File: src/rtl/normalise_pipe.sv
// Two-stage posit normaliser: leading-zero renormalise and scale in stage 1,
// regime/exponent split with range clamping and zero/saturation flags in stage 2.
module normalise_pipe #(
  parameter int WIDTH = 8,
  parameter int ES    = 1,
  parameter int W_MAN = WIDTH,
  parameter int W_REG = $clog2(WIDTH) + 1,
  parameter int W_EXP = $clog2(WIDTH) + 1,
  parameter int TAG_W = 4
) (
  input  logic                              clk,
  input  logic                              rst,
  input  logic                              in_valid,
  output logic                              in_ready,
  input  logic [W_MAN-1:0]                  mantissa_sum,
  input  logic signed [W_REG-1:0]           interim_regime,
  input  logic signed [W_EXP-1:0]           interim_exponent,
  input  logic [TAG_W-1:0]                  in_tag,
  output logic                              out_valid,
  input  logic                              out_ready,
  output logic [W_MAN-1:0]                  mantissa,
  output logic signed [W_REG-1:0]           regime,
  output logic [((ES > 0) ? ES : 1)-1:0]    exponent,
  output logic                              is_zero,
  output logic                              sat_hi,
  output logic                              sat_lo,
  output logic [TAG_W-1:0]                  out_tag
);

  localparam int EW     = (ES > 0) ? ES : 1;
  localparam int SW     = W_REG + ES + 2;
  localparam int NZ_W   = $clog2(W_MAN + 1);
  localparam int RMAX_I = WIDTH - 2;
  localparam int RMIN_I = 1 - WIDTH;
  localparam logic signed [SW-1:0] RMAX = RMAX_I[SW-1:0];
  localparam logic signed [SW-1:0] RMIN = RMIN_I[SW-1:0];
  localparam logic signed [SW-1:0] ONE  = 1;

  typedef struct packed {
    logic [W_REG-1:0] regime;
    logic [EW-1:0]    exponent;
    logic [W_MAN-1:0] mantissa;
    logic             is_zero;
    logic             sat_hi;
    logic             sat_lo;
  } res_t;

  function automatic logic [NZ_W-1:0] lead_zeros(input logic [W_MAN-1:0] v);
    lead_zeros = NZ_W'(W_MAN);
    for (int i = 0; i < W_MAN; i++) begin
      if (v[i]) lead_zeros = NZ_W'(W_MAN - 1 - i);
    end
  endfunction

  // Floor split of scale into regime/exponent, clamped to the legal regime range.
  function automatic res_t normalise(input logic zero,
                                     input logic signed [SW-1:0] scale,
                                     input logic [W_MAN-1:0] frac);
    logic signed [SW-1:0] r;
    res_t res;
    r   = scale >>> ES;
    res = '0;
    if (zero) begin
      res.regime  = {1'b1, {(W_REG-1){1'b0}}};
      res.is_zero = 1'b1;
    end else if (r > RMAX) begin
      res.regime = RMAX[W_REG-1:0];
      res.sat_hi = 1'b1;
    end else if (r < RMIN) begin
      res.regime = RMIN[W_REG-1:0];
      res.sat_lo = 1'b1;
    end else begin
      res.regime   = r[W_REG-1:0];
      res.exponent = (ES == 0) ? '0 : scale[EW-1:0];
      res.mantissa = frac;
    end
    return res;
  endfunction

  logic                 vld_p1, vld_p2;
  logic                 s1_rdy, s2_rdy;
  logic [W_MAN-1:0]     mant1_p1;
  logic signed [SW-1:0] scale_p1;
  logic                 zero_p1;
  logic [TAG_W-1:0]     tag_p1, tag_p2;
  res_t                 res_p2;

  logic [NZ_W-1:0]      nz_p0;
  logic [W_MAN-1:0]     mant1_p0;
  logic signed [SW-1:0] k_ext_p0, e_ext_p0, nz_ext_p0, scale_p0;
  res_t                 res_p1;

  assign s2_rdy   = !vld_p2 || out_ready;
  assign s1_rdy   = !vld_p1 || s2_rdy;
  assign in_ready = s1_rdy;

  // Stage 0 -> 1: leading-zero count, hidden-bit removal and combined scale
  always_comb begin
    nz_p0     = lead_zeros(mantissa_sum);
    mant1_p0  = (mantissa_sum << nz_p0) << 1;
    k_ext_p0  = SW'(interim_regime);
    e_ext_p0  = SW'(interim_exponent);
    nz_ext_p0 = signed'(SW'(nz_p0));
    scale_p0  = (k_ext_p0 <<< ES) + e_ext_p0 + ONE - nz_ext_p0;
  end

  always_ff @(posedge clk) begin
    if (rst) begin
      vld_p1   <= 1'b0;
      mant1_p1 <= '0;
      scale_p1 <= '0;
      zero_p1  <= 1'b0;
      tag_p1   <= '0;
    end else if (s1_rdy) begin
      vld_p1 <= in_valid;
      if (in_valid) begin
        mant1_p1 <= mant1_p0;
        scale_p1 <= scale_p0;
        zero_p1  <= (mantissa_sum == '0);
        tag_p1   <= in_tag;
      end
    end
  end

  // Stage 1 -> 2: regime/exponent split, clamp and flags
  assign res_p1 = normalise(zero_p1, scale_p1, mant1_p1);

  always_ff @(posedge clk) begin
    if (rst) begin
      vld_p2 <= 1'b0;
      res_p2 <= '0;
      tag_p2 <= '0;
    end else if (s2_rdy) begin
      vld_p2 <= vld_p1;
      if (vld_p1) begin
        res_p2 <= res_p1;
        tag_p2 <= tag_p1;
      end
    end
  end

  assign out_valid = vld_p2;
  assign mantissa  = res_p2.mantissa;
  assign regime    = signed'(res_p2.regime);
  assign exponent  = res_p2.exponent;
  assign is_zero   = res_p2.is_zero;
  assign sat_hi    = res_p2.sat_hi;
  assign sat_lo    = res_p2.sat_lo;
  assign out_tag   = tag_p2;

endmodule

File: config.mk
export PLATFORM = sky130hd
export DESIGN_NAME = normalise_pipe
export DESIGN_NICKNAME = d
export VERILOG_FILES = /design/src/rtl/normalise_pipe.sv
export SDC_FILE = /design/constraint.sdc
export NUM_CORES = 1
export LEC_CHECK = 0
export CORE_MARGIN = 1.5
export CORE_UTILIZATION = 46
export CTS_CLUSTER_SIZE = 40
export DETAILED_ROUTE_END_ITERATION = 7
export GPL_TIMING_DRIVEN = 0
export PLACE_DENSITY_LB_ADDON = 0.1
export SLEW_MARGIN = 20
export SYNTH_ARGS = -nofsm -noshare
export SYNTH_HDL_FRONTEND = slang
export SYNTH_SLANG_ARGS = --single-unit
File: constraint.sdc
create_clock -name clk -period 2.9 [get_ports clk]
set_input_delay 0.58 -clock clk [delete_from_list [all_inputs] [get_ports clk]]
set_output_delay 0.58 -clock clk [all_outputs]
set_load 0.05 [all_outputs]
==> impl_metrics.json <==
{
  "rr_startpoint": "out_valid",
  "slew_viol_final": 0,
  "drt_pass1_iterations": 4,
  "synth.top_cell.area_share_pct": 36.3,
  "syn-num-nets": 302,
  "grt_usage_pct": 20.4,
  "path_class": "in -> reg",
  "num_antenna_cells": 0,
  "synthTopCellsByArea": "dfxtp_1 (36%), a21oi_1 (5.9%), nor2_1 (5.8%), ha_1 (5.7%), a22oi_2 (4.5%)",
  "finalSetupViolations": 0,
  "fmax_ghz": 0.359,
  "holdCritPathClass": "reg -> reg",
  "clkSlewWorstSetupHoldPaths_ns": 0.07,
  "drive_above_1_share_pct": 15.5,
  "grt_pass1_wl_um": 8340,
  "fin_tns_setup_ns": 0,
  "r2r_slack_ns": 1.30,
  "critPathLaunchType": "input pin",
  "avgRoutedWirePerCell_um": 13.3,
  "cts_tree": "built",
  "avgSynthCellArea_um2": 8.33,
  "status": "finished clean",
  "ys_async_sr_fraction_pct": 0,
  "stdcell_count": 376,
  "cp_top_family": "adder cells",
  "worst-path-buf-inv": 2,
  "vias": 1990,
  "drc": 0,
  "htreeDepth": 2,
  "grt_max_degree": 12,
  "p_leak_nw": 1.13,
  "synth.largest_area_cell": "dfxtp_1",
  "antenna_found_initial": 0,
  "finalHoldViolCount": 0,
  "grt_pass1_vias": 1849,
  "cts_buffer_depth": 2,
  "io_pins": 46,
  "cts.sinks": 40,
  "arrival_ns": 2.99,
  "syn-cell-area_um2": 2210,
  "total_power_mw": 1.31,
  "cts_buffers": 5,
  "dr.first_iter.drc_count": 99,
  "post-route-min-period_ns": 2.79,
  "cpPeakStageDelay_ns": 0.48,
  "pwr_density_cell_nw_per_um2": 453,
  "portBuffers": 41,
  "setup_ws_ns": 0.112,
  "rsz0062_at_grt": "no",
  "synth_most_common_cell": "dfxtp_1",
  "min_period_over_period_pct": 96.2,
  "insertion_delay_ns": 0.29,
  "dp_slack_ns": -0.767,
  "synth-seq-cells": 40,
  "skew_ns": 0.00382,
  "synth_edf_count": 0,
  "start_util_pct": 47.4,
  "startpoint": "mantissa_sum[0]",
  "vdd_drop_max_uv": 229,
  "path_cells": "dlygate4sd2_1 > nor4_4 > nor2_2 > fa_1 > inv_1 > ha_1 > nor2b_2 > o21a_1 > o21ai_2 > a22oi_1 > a211oi_1",
  "cts-hold-fix-buffers": 0,
  "place.gp.congestion": 0.874,
  "ys_warn_count": 0,
  "drv_cap": 0,
  "die_w_um": 72.3,
  "via_per_inst": 5.29,
  "wl_um": 5010,
  "die_height_um": 72.3,
  "dp_hpwl_um": 3820,
  "dp.cells": 360,
  "core_um2": 4660,
  "synthDistinctLibCells": 48,
  "critPathMaxFanout": 6,
  "antenna_left": 0,
  "crit_path_top_delay_cell": "fa_1",
  "synthTopCellsByCount": "dfxtp_1 (40), nor2_1 (34), a21oi_1 (26), nand2_1 (26), inv_1 (19)",
  "cp-end-kind": "flip-flop",
  "placementRows": 25,
  "areaGrowthSynthToFinish_pct": 31.3,
  "root_buffer": "clkbuf_8",
  "relSlewSlack_pct": 57.3,
  "ys.flop_type": "dfxtp_1",
  "syn_inst": 265,
  "gr-total-overflow": 0,
  "worst_pin_slew_ns": 0.636,
  "layout.nets": 358,
  "ys_seq_area_share_pct": 36.3,
  "fin_util_pct": 62.2,
  "cp.required_ns": 3.10,
  "worstHoldStart": "regime[1]",
  "die_area_um2": 5230
}
## routing by layer
metal,vias up,share of wire [%],GRT usage (%)
li1,1039,-,-
met1,893,47,25.4
met2,52,48,35.4
met3,6,3.9,3.75
met4,0,1.5,6.92
met5,-,0,0
## flip-flops by register name, summed over array words and instances (netlist names)
| register | flops |
|---|---|
| zero_p1 | 1 |
| out_tag | 4 |
| tag_p1 | 4 |
| scale_p1 | 7 |
| regime | 4 |
| out_valid | 1 |
| is_zero | 1 |
| sat_lo | 1 |
| vld_p1 | 1 |
| sat_hi | 1 |
| mantissa | 7 |
| mant1_p1 | 7 |
| exponent | 1 |
## worst min-delay path, stage by stage, from the launching register on
cell	delay (ns)
dfxtp_1	0.31
nand2_1	0.05
a21oi_1	0.05
## stage by stage
step | cell area [um2] | hold WS [ns]
floorplan | 2210 | 0.437
global placement | 2690 | 0.439
detailed placement | 2690 | 0.446
CTS | 2840 | 0.456
global route | 2900 | 0.478
finish | 2900 | 0.451
## path summary, 6_finish.rpt
path | to | depth (start not counted)
max | scale_p1[6] | 11
min | regime[1] | 2
max reg2reg | mantissa[5] | 5
min reg2reg | regime[1] | 2
## cell usage in the layout (no fill, tap or decap), drive strengths merged, types with 2 or more instances in the layout
cell and n:
dfxtp 40, clkdlybuf4s50 36, nor2 35, nand2 27, a21oi 26, inv 19
buf 18, clkbuf 15, a22oi 13, o21ai 11, ha 10, nand3 8
a211oi 7, nor3 7, nand2b 6, nor4 3, fa 3, dlygate4sd2 3
nor2b 3, a31oi 3, nand3b 3, and2 2, xnor2 2, o31a 2
nor3b 2, a41oi 2
## report_power, final
group / switching (mW) / total, mW / internal (mW)
Sequential: 0.0228 / 0.603 / 0.581
Combinational: 0.194 / 0.341 / 0.147
Clock: 0.175 / 0.369 / 0.194
## what timing repair did
item	4_1_cts	5_1_grt
pin swaps	5	5
endpoints found under the setup margin	5	3
gates resized for setup	9	10
setup buffers	5	3
## cells by family (layout without fill, tap and decap cells)
group / Yosys count / count (layout) / share of synthesized area, %
muxes: 2 / 2 / 0.963
other: 1 / 1 / 0.170
DFF: 40 / 40 / 36.3
adders and majority gates: 13 / 13 / 8.39
AOI/OAI and AO/OA: 75 / 75 / 24.2
xor gates and xnor gates: 3 / 3 / 1.19
buffers and inverters: 35 / 92 / 7.59
and+or+nand+nor: 96 / 96 / 21.2
## cell type report
class,instances,area [um2]
Clock buffer,8,90.1
Multi-Input combinational cell,190,1310
Buffer,16,100
Tap cell,54,67.6
Sequential cell,40,801
Timing Repair Buffer,49,464
Inverter,19,71.3
Fill cell,438,1760
Note: power is estimated with default switching activity, not from simulation.
